File: src/rtl/multiplier_pkg.sv
// Shared types and helpers for the radix-4 Booth multiplier.
//   MULT_W / PROD_W : operand and product widths
//   operand_t       : unsigned operand
//   product_t       : full-width unsigned product
//   booth_digit_e   : recoded radix-4 Booth digit
//   csa_t / csa3    : one 3:2 carry-save compressor stage over product_t
package multiplier_pkg;

  localparam int MULT_W = 16;
  localparam int PROD_W = 2 * MULT_W;

  typedef logic [MULT_W-1:0] operand_t;
  typedef logic [PROD_W-1:0] product_t;

  typedef enum logic [2:0] {
    ZERO,
    POS1,
    POS2,
    NEG1,
    NEG2
  } booth_digit_e;

  typedef struct packed {
    product_t sum;
    product_t carry;
  } csa_t;

  // The carry is pre-shifted into its weight.
  // Bits carried past PROD_W are dropped because the final product always fits.
  function automatic csa_t csa3(product_t a, product_t b, product_t c);
    csa_t r;
    r.sum   = a ^ b ^ c;
    r.carry = ((a & b) | (a & c) | (b & c)) << 1;
    return r;
  endfunction

endpackage

File: src/rtl/multiplier_if.sv
// Operand/product bundle between a driver and the multiplier.
//   in1 : multiplicand, unsigned
//   in2 : multiplier, unsigned
//   out : registered product, unsigned
interface multiplier_if;
  import multiplier_pkg::*;

  operand_t in1;
  operand_t in2;
  product_t out;

  modport master (output in1, output in2, input out);
  modport slave  (input in1, input in2, output out);

endinterface

File: src/rtl/multiplier_booth_pp_gen.sv
// One radix-4 Booth partial-product generator.
//   mcand_i : multiplicand
//   group_i : overlapping 3-bit group of the zero-extended multiplier
//   digit_o : recoded Booth digit
//   pp_o    : signed partial product, sign-extended to PROD_W and shifted into place
module booth_pp_gen
  import multiplier_pkg::*;
#(
  parameter int SHIFT = 0
) (
  input  operand_t     mcand_i,
  input  logic [2:0]   group_i,
  output booth_digit_e digit_o,
  output product_t     pp_o
);

  product_t mag;
  product_t pp_unshifted;

  always_comb begin
    digit_o = ZERO;
    unique case (group_i)
      3'b000, 3'b111: digit_o = ZERO;
      3'b001, 3'b010: digit_o = POS1;
      3'b011:         digit_o = POS2;
      3'b100:         digit_o = NEG2;
      3'b101, 3'b110: digit_o = NEG1;
      default:        digit_o = ZERO;
    endcase
  end

  always_comb begin
    mag          = '0;
    pp_unshifted = '0;
    case (digit_o)
      POS1, NEG1: mag = product_t'(mcand_i);
      POS2, NEG2: mag = product_t'(mcand_i) << 1;
      default:    mag = '0;
    endcase
    // Negation as a full-width two's complement.
    // The sign extension then comes for free, modulo 2^PROD_W.
    if (digit_o == NEG1 || digit_o == NEG2) begin
      pp_unshifted = ~mag + product_t'(1);
    end else begin
      pp_unshifted = mag;
    end
    pp_o = pp_unshifted << SHIFT;
  end

endmodule

File: src/rtl/multiplier.sv
// Unsigned MULT_W x MULT_W -> PROD_W multiplier with one output register.
// The datapath is radix-4 Booth recoding, a 3:2 carry-save tree and one final adder.
//   clk   : clock, rising edge
//   rst_n : asynchronous active-low clear of the product register
//   bus   : in1/in2 operands in, out registered product
module multiplier
  import multiplier_pkg::*;
#(
  parameter int WIDTH = MULT_W
) (
  input  logic         clk,
  input  logic         rst_n,
  multiplier_if.slave  bus
);

  // The multiplier is zero-extended by two bits so that the top digit is never negative.
  // One implicit zero is also placed below the LSB.
  localparam int NUM_PP = (WIDTH + 2) / 2;

  logic [WIDTH+2:0] mplier_pad;
  product_t         pp [NUM_PP];
  booth_digit_e     digit [NUM_PP];

  assign mplier_pad = {2'b00, bus.in2, 1'b0};

  for (genvar i = 0; i < NUM_PP; i++) begin : g_pp
    booth_pp_gen #(.SHIFT(2 * i)) u_pp (
      .mcand_i (bus.in1),
      .group_i (mplier_pad[2*i+2 -: 3]),
      .digit_o (digit[i]),
      .pp_o    (pp[i])
    );
  end

  // Wallace-style reduction of the partial products.
  // The count shrinks 9 -> 6 -> 4 -> 3 -> 2.
  csa_t l1_0, l1_1, l1_2, l2_0, l2_1, l3, l4;

  assign l1_0 = csa3(pp[0], pp[1], pp[2]);
  assign l1_1 = csa3(pp[3], pp[4], pp[5]);
  assign l1_2 = csa3(pp[6], pp[7], pp[8]);
  assign l2_0 = csa3(l1_0.sum, l1_0.carry, l1_1.sum);
  assign l2_1 = csa3(l1_1.carry, l1_2.sum, l1_2.carry);
  assign l3   = csa3(l2_0.sum, l2_0.carry, l2_1.sum);
  assign l4   = csa3(l3.sum, l3.carry, l2_1.carry);

  product_t out_d;
  product_t out_q;

  assign out_d = l4.sum + l4.carry;

  always_ff @(posedge clk or negedge rst_n) begin
    if (!rst_n) begin
      out_q <= '0;
    end else begin
      out_q <= out_d;
    end
  end

  assign bus.out = out_q;

endmodule

File: src/flat_wrapper.sv
// flat-port wrapper written by rule: the top's interface ports become plain ports
module multiplier_flat import multiplier_pkg::*;
#(
  parameter int WIDTH = MULT_W
)
  (clk, rst_n, bus_in1, bus_in2, bus_out);
  multiplier_if bus_i ();
  input  logic clk;
  input  logic rst_n;
  input wire logic [$bits(bus_i.in1)-1:0] bus_in1;
  input wire logic [$bits(bus_i.in2)-1:0] bus_in2;
  output wire logic [$bits(bus_i.out)-1:0] bus_out;
  assign bus_i.in1 = bus_in1;
  assign bus_i.in2 = bus_in2;
  assign bus_out = bus_i.out;
  multiplier #(.WIDTH(WIDTH)) u_core (.clk(clk), .rst_n(rst_n), .bus(bus_i));
endmodule
File: config.mk
export PLATFORM = sky130hd
export DESIGN_NAME = multiplier_flat
export DESIGN_NICKNAME = d
export VERILOG_FILES = /design/src/rtl/multiplier_pkg.sv /design/src/rtl/multiplier_if.sv /design/src/rtl/multiplier_booth_pp_gen.sv /design/src/rtl/multiplier.sv /design/src/flat_wrapper.sv
export SDC_FILE = /design/constraint.sdc
export NUM_CORES = 1
export LEC_CHECK = 0
export CORE_MARGIN = 4
export CORE_UTILIZATION = 65
export DETAILED_ROUTE_END_ITERATION = 8
export HOLD_SLACK_MARGIN = 0.03
export PLACE_DENSITY = 0.83
export SLEW_MARGIN = 20
export SYNTH_ARGS = -nofsm -noshare
export SYNTH_HDL_FRONTEND = slang
export SYNTH_SLANG_ARGS = --single-unit
File: constraint.sdc
create_clock -name clk -period 0.8 [get_ports clk]
set_clock_uncertainty 0.05 [all_clocks]
set_input_delay 0.16 -clock clk [delete_from_list [all_inputs] [get_ports clk]]
set_output_delay 0.16 -clock clk [all_outputs]
set_load 0.005 [all_outputs]
==> impl_results.md, run 1 <==
* Result of the run: stopped before the end
* Halt Stage: clock tree synthesis
* Error that ended the run: [ERROR DPL-0033] detailed placement checks failed during check placement.
* Clk sink count at 32
* Number of nets produced by synthesis at 1862
* Arithmetic-cell share of the synthesized area counting full adders, half adders and majority gates at 30.4%
* Number of instances in the synthesized netlist at 1611
* Port bufs at 65
* Number of buffers inserted to repair setup after CTS at 61
* Count of flip-flops with a built-in enable after synthesis at 0
* PostCTS Resize Cnt at 447
* Netlist area before placement at 12500 um^2
* Clock buffer count from CTS at 5
* CTS Buffer Depth at 2
* Initial cell density of the core at 66.4%
* Post-Syn Area per Cell at 7.76 um^2
* Number of H-tree branching levels at 2
* Number of library cell types mapped by synthesis at 81
* Simple logic cell fraction of the synthesized area at 12.9%
* I/O Pins at 66
* Detailed-placement wirelength estimate at 40300 um
* Largest family of logic cells by synthesized area: adder cells
* Horizontal die dimension at 147 um
* Buffer cell driving the clock tree root: clkbuf_16
* Routability Congestion at 1.05
* Placement-stage cell area at 16800 um^2
* Post-synthesis share of cell area spent on xor and xnor gates at 11.2%
* Number of cells after detailed placement at 2227
* Fraction of synthesized area in multiplexers at 1.04%
* Register area share after synthesis at 6.41%
* Overall die height at 147 um
* Number of core rows at 50
* Share of synthesized registers carrying an async set or reset at 100%
* Number of warnings printed during yosys synthesis at 0
* Area fraction in compound gates after synthesis at 27.5%
* Quantity of hold-fixing buffers added after cts at 0
* Main flop type after synthesis: dfrtp_1
* Flip-flop and latch count after synthesis at 32
kinds of logic after synthesis:
logic type,after synthesis
and+or+nand+nor,356
xor gates and xnor gates,158
adders and majority gates,217
muxes,12
AOI/OAI and AO/OA,496
buffers and inverters,340
DFF,32
cells in the mapped netlist, types with 7 or more instances:
library cell	number	area, um^2
o21ai_0	73	365
fa_1	145	2900
nor2_1	111	417
clkbuf_1	100	375
o31ai_1	12	90.1
a21boi_0	11	82.6
a22o_1	23	201
nor3_1	20	100
nand3_1	10	50.1
o31a_1	8	70.1
xor2_1	54	473
inv_1	204	766
a41oi_1	13	114
buf_1	20	75.1
xnor2_1	102	893
a31oi_1	32	200
a21o_1	12	90.1
a211oi_1	10	75.1
or3_1	7	43.8
o21bai_1	12	90.1
a21oi_1	90	450
o21a_1	12	90.1
o21ai_1	16	80.1
dfrtp_1	32	801
ha_1	72	901
nor2b_1	14	87.6
o221ai_1	7	61.3
a22oi_1	80	601
and2_1	20	125
and3_1	12	75.1
a222oi_1	7	70.1
mux2i_1	7	70.1
a221oi_1	11	96.3
nand2_1	134	503
a32oi_1	11	96.3
stage by stage:
| stage | setup slack (ns) | hold slack, ns | TNS, ns |
|---|---|---|---|
| 3_5_place_dp | -6.21 | 0.508 | -155.25 |
| 2_1_floorplan | -5.59 | -0.186 | -128.02 |
| 3_3_place_gp | -6.03 | 0.518 | -149.48 |
==> run 2: changes to the inputs <==
--- a/config.mk
+++ b/config.mk
@@ -6,10 +6,9 @@
 export NUM_CORES = 1
 export LEC_CHECK = 0
 export CORE_MARGIN = 4
-export CORE_UTILIZATION = 65
+export CORE_UTILIZATION = 40
 export DETAILED_ROUTE_END_ITERATION = 8
-export HOLD_SLACK_MARGIN = 0.03
-export PLACE_DENSITY = 0.83
+export PLACE_DENSITY_LB_ADDON = 0.15
 export SLEW_MARGIN = 20
 export SYNTH_ARGS = -nofsm -noshare
 export SYNTH_HDL_FRONTEND = slang
==> run 2 against run 1 <==
Net effect: the flow now finishes, with violations (setup timing); area after synthesis unchanged; synthesized cell count unchanged.
==> impl_results.md, run 2 <==
* Number of instances in the synthesized netlist at 1611
* Area fraction in compound gates after synthesis at 27.5%
* Cell types with the largest area share after synthesis: fa_1 (23%), ha_1 (7.2%), xnor2_1 (7.1%)
* Simple logic cell fraction of the synthesized area at 12.9%
* Initial cell density of the core at 40.8%
* Top Family by Delay on Critical Path: adder cells
* Number of warnings printed during yosys synthesis at 0
* Arrival time at the worst endpoint at 6.31 ns
* Result of the run: complete, but fails checks
* Area of the multi-input gates at 12200 um^2
* Layout cell share with drive strength beyond 1 at 42.2%
* Share of the clock period used by the worst path after layout at 774%
* Number of nets produced by synthesis at 1862
* Most area-hungry cell type in the Yosys netlist: fa_1
* Post-synthesis share of cell area spent on xor and xnor gates at 11.2%
* Fraction of synthesized area in multiplexers at 1.04%
* Post-Syn Area per Cell at 7.76 um^2
* Count of flip-flops with a built-in enable after synthesis at 0
* Global route total overflow at 0
* Flip-flop count of the largest register, all copies and words added at 32
* Final routed wirelength across all metal layers at 49100 um
* Largest family of logic cells by synthesized area: adder cells
* Register area share after synthesis at 6.41%
* Clock buffer count from CTS at 5
* Worst setup path class: input pin to register
* Delay of the slowest cell on the worst path at 0.58 ns
* Clock tree from TritonCTS: built
* Worst path setup slack after routing at -5.39 ns
* Total negative setup slack at -126.65 ns
* Classification of the worst-slack hold path: input pin to asynchronous set/reset pin
* Worst slew margin relative to its limit at 61.5%
* Clock input transition at the sequential cells of the worst setup and hold paths at 0.06 ns
* Remaining number of nets flagged by the antenna check after routing at 0
* Share of synthesized registers carrying an async set or reset at 100%
* Commonest non-fill, non-tap cell in the layout: buf_4
* First-pass GRT wire length at 76800 um
* Hold Fails Final Rpt at 0
* Category of the worst setup path launch point: input pin
* Core outline area at 30700 um^2
* Horizontal die dimension at 185 um
* Number of H-tree branching levels at 2
* Post-layout nets at 2325
* Area of the die at 34100 um^2
* Clk sink count at 32
* Number of maximum-capacitance violations at 0
* Antenna fix cells at 0
* Most numerous cell types in the synthesized netlist: inv_1 (204), fa_1 (145), nand2_1 (134)
* Max Clk Rate at 0.161 GHz
* CTS Buffer Depth at 2
* Flip-flop and latch count after synthesis at 32
* Worst Tran Pin Value at 0.562 ns
* Pins over their slew limit at 0
* Port bufs at 65
* RSZ-0062 raised after global routing: true
* Netlist area before placement at 12500 um^2
* Number of core rows at 64
* Buffer cell driving the clock tree root: clkbuf_16
* Leading cell types in the layout, fill and taps excluded: buf_4 (454), inv_1 (176), fa_1 (132), nand2_1 (121), xnor2_1 (90)
* Total via count after detailed routing at 13800
* Number of standard cells in the layout, taps in and fillers out at 2471
* Maximum number of pins on one net before global-route repair at 30
* Required time at the endpoint of the critical path at 0.92 ns
* Count of endpoints failing setup in the final report at 63
* Overall die height at 185 um
* Layout-stage area growth over the synthesis result at 53.8%
* TritonRoute pass-1 iters at 5
* Initial DRC Count at 1245
* Buffers & Inverters on Critical Path at 3
* Post-route minimum period at 6.19 ns
* DRC violations left at 0
* I/O Pins at 66
* Number of cells after detailed placement at 2383
* Vias in the first global route at 13700
* CP max-delay cell: fa_1
* Average wire per cell in the routed design at 19.9 um
* Area of all sequential standard cells at 801 um^2
* Number of library cell types mapped by synthesis at 81
* Initial antenna violation count at 2
* Filler cell count in the final layout at 2663
* Maximum fanout encountered on the critical timing path at 3
* Count leader, synth: inv_1
* Area share of the leading cell type in the synthesized netlist at 23.2%
* Routability Congestion at 0.941
* Global-route usage over all layers at 28.4%
* Core utilization of the finished layout at 62.7%
* Arithmetic-cell share of the synthesized area counting full adders, half adders and majority gates at 30.4%
* Main flop type after synthesis: dfrtp_1
* Type of element capturing the critical path: register
* CP most frequent cell: fa_1
* Detailed-placement wirelength estimate at 39400 um
* Average vias per placed instance at 5.58
* Violations in the final reports: setup timing
==> run 2: cell families after synthesis <==
family / Yosys count
xor+xnor: 158
fa+ha+maj: 217
mux: 12
compound gates: 496
simple gates: 356
flops: 32
buf+inv: 340
==> run 2: worst paths after layout <==
kind / start / to / slack (ns) / depth (start not counted)
max in group asynchronous: rst_n / u_core.bus.out[22]$_DFF_PN0_ / 0.12 / 3
min in group clk: bus_in2[1] / u_core.bus.out[1]$_DFF_PN0_ / 0.24 / 4
hold / removal: rst_n / u_core.bus.out[6]$_DFF_PN0_ / 0.21 / 2
setup / recovery: bus_in2[10] / u_core.bus.out[31]$_DFF_PN0_ / -5.39 / 29
==> run 2: layer usage <==
metal	vias to the layer above	share of wire, %	routed length (um)	GRT usage [%]
li1	6455	-	-	-
met5	-	0.049	24	0
met2	475	46	22500	46.4
met1	6806	45	21900	41.1
met3	56	7.3	3590	2.57
met4	4	2.2	1090	6.17
==> run 2: repair_timing <==
| action | in CTS | in global routing |
|---|---|---|
| resized for setup | 437 | 112 |
| buffers inserted | 63 | 28 |
| endpoints found under the setup margin | 64 | 78 |
| pin swaps | 181 | 79 |
| hold buffers | 1 | 0 |
| gates cloned | 1 | 0 |
| hold endpoints to repair | 32 | 0 |
==> run 2: cell type report <==
class / count / share of cell area (%)
Clock buffer: 6 / 0.670
Clock inverter: 2 / 0.182
Inverter: 209 / 4.26
Multi-Input combinational cell: 1239 / 63.3
Sequential cell: 32 / 4.17
Tap cell: 396 / 2.58
Timing Repair Buffer: 587 / 24.8
==> run 2: through the flow <==
step | setup slack (ns) | area (um^2) | hold slack (ns)
global route | -5.62 | 19200 | 0.224
detailed placement | -6.21 | 17100 | -0.00950
finish | -5.39 | 19200 | 0.209
CTS | -5.44 | 18600 | 0.219
floorplan | -5.59 | 13300 | -0.186
global placement | -6.16 | 17100 | -0.0224
Power of run 2 is left out: the tool's default activity adds up to more than one toggle a clock period on the data nets, which glitch-free logic cannot reach.
